`config.mk`:
```
export PLATFORM = sky130hd
export DESIGN_NAME = tape_ram_bridge
export DESIGN_NICKNAME = d
export VERILOG_FILES = /design/src/rtl/tape_ram_bridge.sv
export SDC_FILE = /design/constraint.sdc
export NUM_CORES = 1
export LEC_CHECK = 0
export BUFFER_PORTS_ARGS = -buffer_cell sky130_fd_sc_hd__clkbuf_2
export CAP_MARGIN = 20
export CORE_MARGIN = 5
export CORE_UTILIZATION = 56
export DETAILED_ROUTE_END_ITERATION = 16
export PLACE_DENSITY = 0.76
export RECOVER_POWER = 100
export SETUP_SLACK_MARGIN = 0.2
export SLEW_MARGIN = 20
export SYNTH_ARGS = -nofsm -noshare
export SYNTH_HDL_FRONTEND = slang
export SYNTH_SLANG_ARGS = --single-unit
```
`constraint.sdc`:
```
create_clock -name clk -period 4.2 [get_ports clk]
set_input_delay 0.84 -clock clk [delete_from_list [all_inputs] [get_ports clk]]
set_output_delay 0.84 -clock clk [all_outputs]
set_load 0.01 [all_outputs]
```
`src/rtl/tape_ram_bridge.sv`:
```
// rtl/tape_ram_bridge.sv - tape loader to RAM write bridge with capture FIFO and BASIC pointer patch
// Bytes are deduplicated by address, queued, written on free RAM slots, then pointers patched.
module tape_ram_bridge #(
  parameter int          FIFO_DEPTH = 16,
  parameter logic [15:0] PATCH_BASE = 16'h009C
) (
  input  logic        clk,
  input  logic        reset,
  input  logic        tape_wr,
  input  logic [15:0] tape_addr,
  input  logic [7:0]  tape_dout,
  input  logic        tape_complete,
  input  logic        tape_autorun,
  input  logic        basic_file,
  input  logic        ram_slot,
  output logic        in_ready,
  output logic        ram_we,
  output logic [15:0] ram_addr,
  output logic [7:0]  ram_din,
  output logic        busy,
  output logic        overflow,
  output logic        done,
  output logic        autorun_go,
  output logic [15:0] bytes_written
);

  localparam int AW = $clog2(FIFO_DEPTH);
  localparam logic [AW:0] FULL_COUNT = (AW+1)'(FIFO_DEPTH);

  typedef enum logic [2:0] {S_IDLE, S_STREAM, S_DRAIN, S_PATCH, S_AUTORUN, S_DONE} state_t;
  state_t state;

  logic [15:0]   fifo_addr [FIFO_DEPTH];
  logic [7:0]    fifo_data [FIFO_DEPTH];
  logic [AW-1:0] wr_ptr, rd_ptr;
  logic [AW:0]   count;
  logic [15:0]   last_addr;
  logic [15:0]   max_addr;
  logic          complete_q, basic_q, autorun_flag;
  logic [2:0]    patch_idx;

  logic full, empty, accept, push, pop, drop, patch_we, complete_rise;
  logic [15:0] end_addr;

  assign full          = (count == FULL_COUNT);
  assign empty         = (count == '0);
  assign complete_rise = tape_complete && !complete_q;
  // In IDLE any byte is the first; afterwards only a new address counts as a new byte.
  assign accept   = tape_wr && ((state == S_IDLE) ||
                    (((state == S_STREAM) || (state == S_DRAIN)) && (tape_addr != last_addr)));
  assign pop      = ram_slot && !empty && !reset;
  assign push     = accept && (!full || pop);
  assign drop     = accept && full && !pop;
  assign patch_we = (state == S_PATCH) && ram_slot && !reset;
  assign end_addr = max_addr + 16'd1;
  assign in_ready = !full;

  always_comb begin
    ram_we   = pop || patch_we;
    ram_addr = 16'h0000;
    ram_din  = 8'h00;
    if (pop) begin
      ram_addr = fifo_addr[rd_ptr];
      ram_din  = fifo_data[rd_ptr];
    end else if (patch_we) begin
      ram_addr = PATCH_BASE + {13'b0, patch_idx};
      ram_din  = patch_idx[0] ? end_addr[15:8] : end_addr[7:0];
    end
  end

  always_ff @(posedge clk) begin
    if (reset) begin
      state         <= S_IDLE;
      wr_ptr        <= '0;
      rd_ptr        <= '0;
      count         <= '0;
      last_addr     <= 16'h0000;
      max_addr      <= 16'h0000;
      complete_q    <= 1'b0;
      basic_q       <= 1'b0;
      autorun_flag  <= 1'b0;
      patch_idx     <= 3'd0;
      busy          <= 1'b0;
      overflow      <= 1'b0;
      done          <= 1'b0;
      autorun_go    <= 1'b0;
      bytes_written <= 16'h0000;
    end else begin
      complete_q <= tape_complete;
      if (accept) last_addr <= tape_addr;
      if (drop) overflow <= 1'b1;
      if (push) begin
        fifo_addr[wr_ptr] <= tape_addr;
        fifo_data[wr_ptr] <= tape_dout;
        wr_ptr <= wr_ptr + 1'b1;
      end
      if (pop) rd_ptr <= rd_ptr + 1'b1;
      if (push && !pop)      count <= count + 1'b1;
      else if (!push && pop) count <= count - 1'b1;

      case (state)
        S_IDLE: begin
          if (accept) begin
            state         <= S_STREAM;
            busy          <= 1'b1;
            autorun_flag  <= 1'b0;
            max_addr      <= 16'h0000;
            bytes_written <= 16'h0000;
          end else if (complete_rise) begin
            state        <= S_AUTORUN;
            busy         <= 1'b1;
            autorun_flag <= 1'b0;
          end
        end
        S_STREAM: begin
          if (tape_autorun) autorun_flag <= 1'b1;
          if (complete_rise) begin
            state   <= S_DRAIN;
            basic_q <= basic_file;
          end
        end
        S_DRAIN: begin
          if (tape_autorun) autorun_flag <= 1'b1;
          if (empty && !push) begin
            state     <= basic_q ? S_PATCH : S_AUTORUN;
            patch_idx <= 3'd0;
          end
        end
        S_PATCH: begin
          if (patch_we) begin
            patch_idx <= patch_idx + 3'd1;
            if (patch_idx == 3'd5) state <= S_AUTORUN;
          end
        end
        S_AUTORUN: begin
          // One extra AUTORUN cycle carries the go pulse so it precedes done.
          if (autorun_flag) begin
            autorun_go   <= 1'b1;
            autorun_flag <= 1'b0;
          end else begin
            autorun_go <= 1'b0;
            state      <= S_DONE;
            busy       <= 1'b0;
            done       <= 1'b1;
          end
        end
        S_DONE: begin
          if (!tape_complete) begin
            state <= S_IDLE;
            done  <= 1'b0;
          end
        end
        default: state <= S_IDLE;
      endcase

      // Program bytes only; patch writes never go through the FIFO pop path.
      if (pop) begin
        bytes_written <= bytes_written + 16'd1;
        if (fifo_addr[rd_ptr] > max_addr) max_addr <= fifo_addr[rd_ptr];
      end
    end
  end

endmodule

```
# ---- Word-level counts from Yosys, hierarchy flattened
# Memories as Yosys holds them, arrays and structs flattened. A register that Yosys moved wholly into a read port is not among the register bits.
# Index checks and enable logic that the tools add are counted.
dict set report classes {
  addsub 8
  order_cmp 1
  n_eq_ne 16
  muxes 46
  reduce_logical 40
}
# cell n
set ops {}
lappend ops {{16-bit two-way mux} 8}
lappend ops {{3-bit two-way mux} 11}
lappend ops {{16-bit by 1-bit adder with 16-bit output (second input constant)} 2}
lappend ops {{8-bit two-way mux} 3}
lappend ops {{3-bit one-hot mux with 6 select lines} 1}
lappend ops {{16-bit greater-than comparator} 1}
lappend ops {{4-bit two-way mux} 4}
lappend ops {{16-bit != test} 1}
lappend ops {{1-bit logical AND} 13}
lappend ops {{1-bit two-way mux} 12}
lappend ops {{3-bit AND reduction} 4}
lappend ops {{2-bit nonzero test} 6}
lappend ops {{5-bit two-way mux} 2}
lappend ops {{8-bit by 3-bit adder with 9-bit output (first input constant)} 1}
lappend ops {{3-bit equality test (second input constant)} 3}
lappend ops {{9-bit two-way mux} 1}
lappend ops {{4-bit by 1-bit adder with 4-bit output (second input constant)} 2}
lappend ops {{2-bit != test (second input constant)} 4}
lappend ops {{7-bit AND reduction} 1}
lappend ops {{3-bit by 2-bit equality test with 1-bit output (second input constant)} 2}
lappend ops {{1-bit logical NOT} 6}
lappend ops {{2-bit by 1-bit != test with 1-bit output (second input constant)} 3}
lappend ops {{3-bit one-hot mux with 2 select lines} 1}
lappend ops {{5-bit by 1-bit adder with 5-bit output (second input constant)} 1}
lappend ops {{13 further kinds} 18}
dict set report totals {
  register_bits 74
  ram_bits 384
  word_cells 128
  mem_count 2
}
# memory words word_bits rd rd_ports_with_merged_regs wr line
set mem_list {}
lappend mem_list {fifo_addr 16 16 1 1 1 33} ;# logic [15:0] fifo_addr [FIFO_DEPTH];
lappend mem_list {fifo_data 16 8 1 1 1 34} ;# logic [7:0] fifo_data [FIFO_DEPTH];

# ---- Logic depth before layout (Yosys ltp)
dict set report logic_depth {
  word_depth 10
  ltp_mapped 15
}

# ---- Worst setup path after synthesis
# No wires, ideal clock.
dict set report synth_timing {
  path_type {input to register}
  start {input port tape_addr[14]}
  end {memory fifo_addr[3][0], enable pin}
  setup_time_ps 435
  t_arrival_ps 3782
  required_time_ps 3765
  setup_slack_ps -17
  stages 6
  path_buffers 0
  path_cell_list {xor2_1 nor4_1 and4_1 maj3_2 or3b_1 nor3_1}
}
dict set report synth_via {
  elab_chain_len 8
}
# item line
set synth_rtl {}
lappend synth_rtl {{from (decl)} 10} ;# input logic [15:0] tape_addr,
lappend synth_rtl {{16-bit != test} 50} ;# (((state == S_STREAM) || (state == S_DRAIN)) && (tape_addr != last_addr)));
lappend synth_rtl {{1-bit logical AND} 50}
lappend synth_rtl {{1-bit logical OR} 49} ;# assign accept = tape_wr && ((state == S_IDLE) ||
lappend synth_rtl {{1-bit logical AND} 49}
lappend synth_rtl {{1-bit logical AND} 52} ;# assign push = accept && (!full || pop);
lappend synth_rtl {{1-bit two-way mux} 92} ;# if (push) begin
lappend synth_rtl {{1-bit two-way mux} 72} ;# if (reset) begin
lappend synth_rtl {{1-bit two-way mux (implied by the code)} 93} ;# fifo_addr[wr_ptr] <= tape_addr;
lappend synth_rtl {{to (decl)} 33}
# No other way between the ends.

==> flow_summary.toml <==
[run_status]
status = "complete, but fails checks"
failed_checks = "capacitance limit, slew limit"

[place]
gp_congestion = 0.855
place_inst = 1675
pre_cts_ws_ns = 0.0920
io_buffers = 76
dpl.hpwl_mm = 26.4

[layout]
layout_common_cells = "edfxtp_1, mux4_2, clkbuf_1"
n_antenna_cell = 0
layout.cells.non_filler = 1761
syn_to_final_growth_pct = 12.8
multi_input_area_mm2 = 0.00591
regArea_mm2 = 0.0131
final_common_cell = "edfxtp_1"
post_route_cells_drive_above_1_share_pct = 20.8
final_nets = 1331
fillers = 2467

[drt]
first_pass_iters = 5
route.met3.wl_mm = 3.68
detail-route-antenna-nets = 0
wl_mm = 45.2
top_layer_used = "met5"
dr_wl_met2_mm = 22.0
drt-initial-drc-count = 1019
vias = 10765
drc_errors = 0
avgViaCountPerCell = 6.11
wl_met1_mm = 18.2
wl_per_cell_um = 25.6

[setup_path]
cp_top_family = "multiplexers"
path_max_fanout = 29
path_buf_inv = 3
cp_slowest_cell = "mux4_2"
critical_path.cell_chain = "buf_12 -> buf_4 -> mux4_2 -> mux4_2 -> nand2_1 -> o21ai_0 -> clkbuf_2"
end_kind = "output pin"
cp-start-kind = "flop"
criticalPathCategory = "flop to output pin"
critPathMaxStageDelay_ns = 0.53
cp_common_cell = "mux4_2"
cp.arrival_ns = 3.02
cp.required_ns = 3.36

[global_route]
grt.total_usage_pct = 23.5
grt_antenna_before_repair = 3
grt_max_degree = 77
first_global_vias = 10766
overflow = 0
grt_pass1_wl_mm = 67.2

[clock_network]
clk_pin_slew_ns = 0.06
cts_root_buffer = "clkbuf_16"
tritoncts = "yes"
htreeDepth = 2
hold_buffers = 0
clock_path_buffers = 3
worst_skew_pair.late_latency_ns = 0.57
cts_buffers = 46
post_cts_resized = 0
cts.sinks = 462

[synthesis]
syn_avg_cell_area_um2 = 17.0
yosysSeqAreaShare_pct = 67.6
netlist.area_leader.share_pct = 59.5
synth-edff-count = 384
syn-num-nets = 1201
synth_area_leaders = "edfxtp_1, mux4_2, dfxtp_1"
yosysWarnings = 0
ys_types = 66
async_flop_share_pct = 0
yosys_register_bits = 462
synthCells = 1140
synth_area_leader_cell = "edfxtp_1"
synth.cell_area_mm2 = 0.0194
synth_flop_cell = "edfxtp_1"

[timing]
rsz0062_at_grt = "no"
fin_ws_ns = 0.340
slew_violations = 77
fin_setup_tns_ns = 0
tightest_slew_ns = 1.56
clock.fmax_mhz = 259
fin_crit_sh_pct = 91.9
hold_viol = 0
max_slew_margin_pct = -4.06
period_minus_slack_ns = 3.86
setup_viol_count_final = 0
skew_ns = 0.0184

[floorplanning]
coreArea_mm2 = 0.0344
rows = 68
die_area_mm2 = 0.0384
ioPinCount = 77
die-height_um = 196
start_util_pct = 56.4
die_w_um = 196

[power]
leakage_uw = 0.00713
p_total_uw = 12000
max-vdd-ir-drop_mv = 0.335
cellPowerDensity_mw_per_mm2 = 548

[run]
drv_cap = 1

[min_path]
hp-class = "flop to flop"
## what timing repair did
item | CTS | global route
buffers inserted | 2 | 0
setup endpoints to repair | 5 | 0
hold endpoints to repair | 0 | 0
## synthesized netlist by cell type, types with 16 or more instances
library cell  number
nor3_1            26
nor2_1            56
a21oi_1           36
nand3_1           22
nand2_1           43
inv_1             23
mux2i_1           24
nand2b_1          46
xnor2_1           16
clkbuf_1          33
ha_1              29
edfxtp_1         384
nor2b_1           16
mux4_2           119
dfxtp_1           78
mux2_2            16
xor2_1            23
## per-stage QoR
step / instance area, um^2 / util [%] / hold WS (ns)
floorplan: 19400 / - / 0.460
global placement: 20600 / 60.1 / 0.446
detailed placement: 20600 / 60.1 / 0.447
CTS: 22100 / 64.3 / 0.456
global route: 21900 / 63.6 / 0.496
finish: 21900 / 63.6 / 0.454
## kinds of logic after synthesis
group	synth area share, %
DFF	67.6
adders and majority gates	2.03
and+or+nand+nor	7.46
buffers and inverters	1.85
xor gates and xnor gates	1.76
AOI/OAI and AO/OA	3.15
muxes	16.2
## worst min-delay path: cells and delay by family, from the launching register on
kind,cells,cell delay (ns)
simple gates,1,0.05
flops,1,0.31
compound gates,1,0.05
## layout make-up
cell class	instances	share of cell area, %
Inverter	25	0.429
Sequential cell	462	60.0
Clock buffer	60	5.51
Timing Repair Buffer	138	3.41
Tap cell	455	2.61
Clock inverter	24	1.06
Multi-Input combinational cell	597	27.0
## where the power goes
group / internal, uW / switching (uW)
logic: 1180 / 1430
clock network: 2220 / 1710
registers: 5210 / 239
## layer usage
metal,global-route usage [%],up-vias
li1,-,4737
met1,32.5,5456
met2,38.9,480
met3,4.40,88
met4,6.83,4
met5,0,-
## flip-flops by register name, summed over array words and instances (netlist names), 3 cells and up, named ones only
| signal | cells |
|---|---|
| fifo_addr | 256 |
| bytes_written | 16 |
| fifo_data | 128 |
| last_addr | 16 |
| wr_ptr | 4 |
| state | 3 |
| patch_idx | 3 |
| count | 5 |
| rd_ptr | 4 |
| max_addr | 16 |
## final timing paths
check	end	depth (start not counted)	from	slack, ns
setup / recovery	ram_din[0]	7	flop	0.34
hold / removal	autorun_go	2	autorun_go	0.45
setup reg to reg	max_addr[2]	11	flop	0.39
hold reg to reg	autorun_go	2	autorun_go	0.45
No activity file was read; power rests on OpenSTA's default activity.
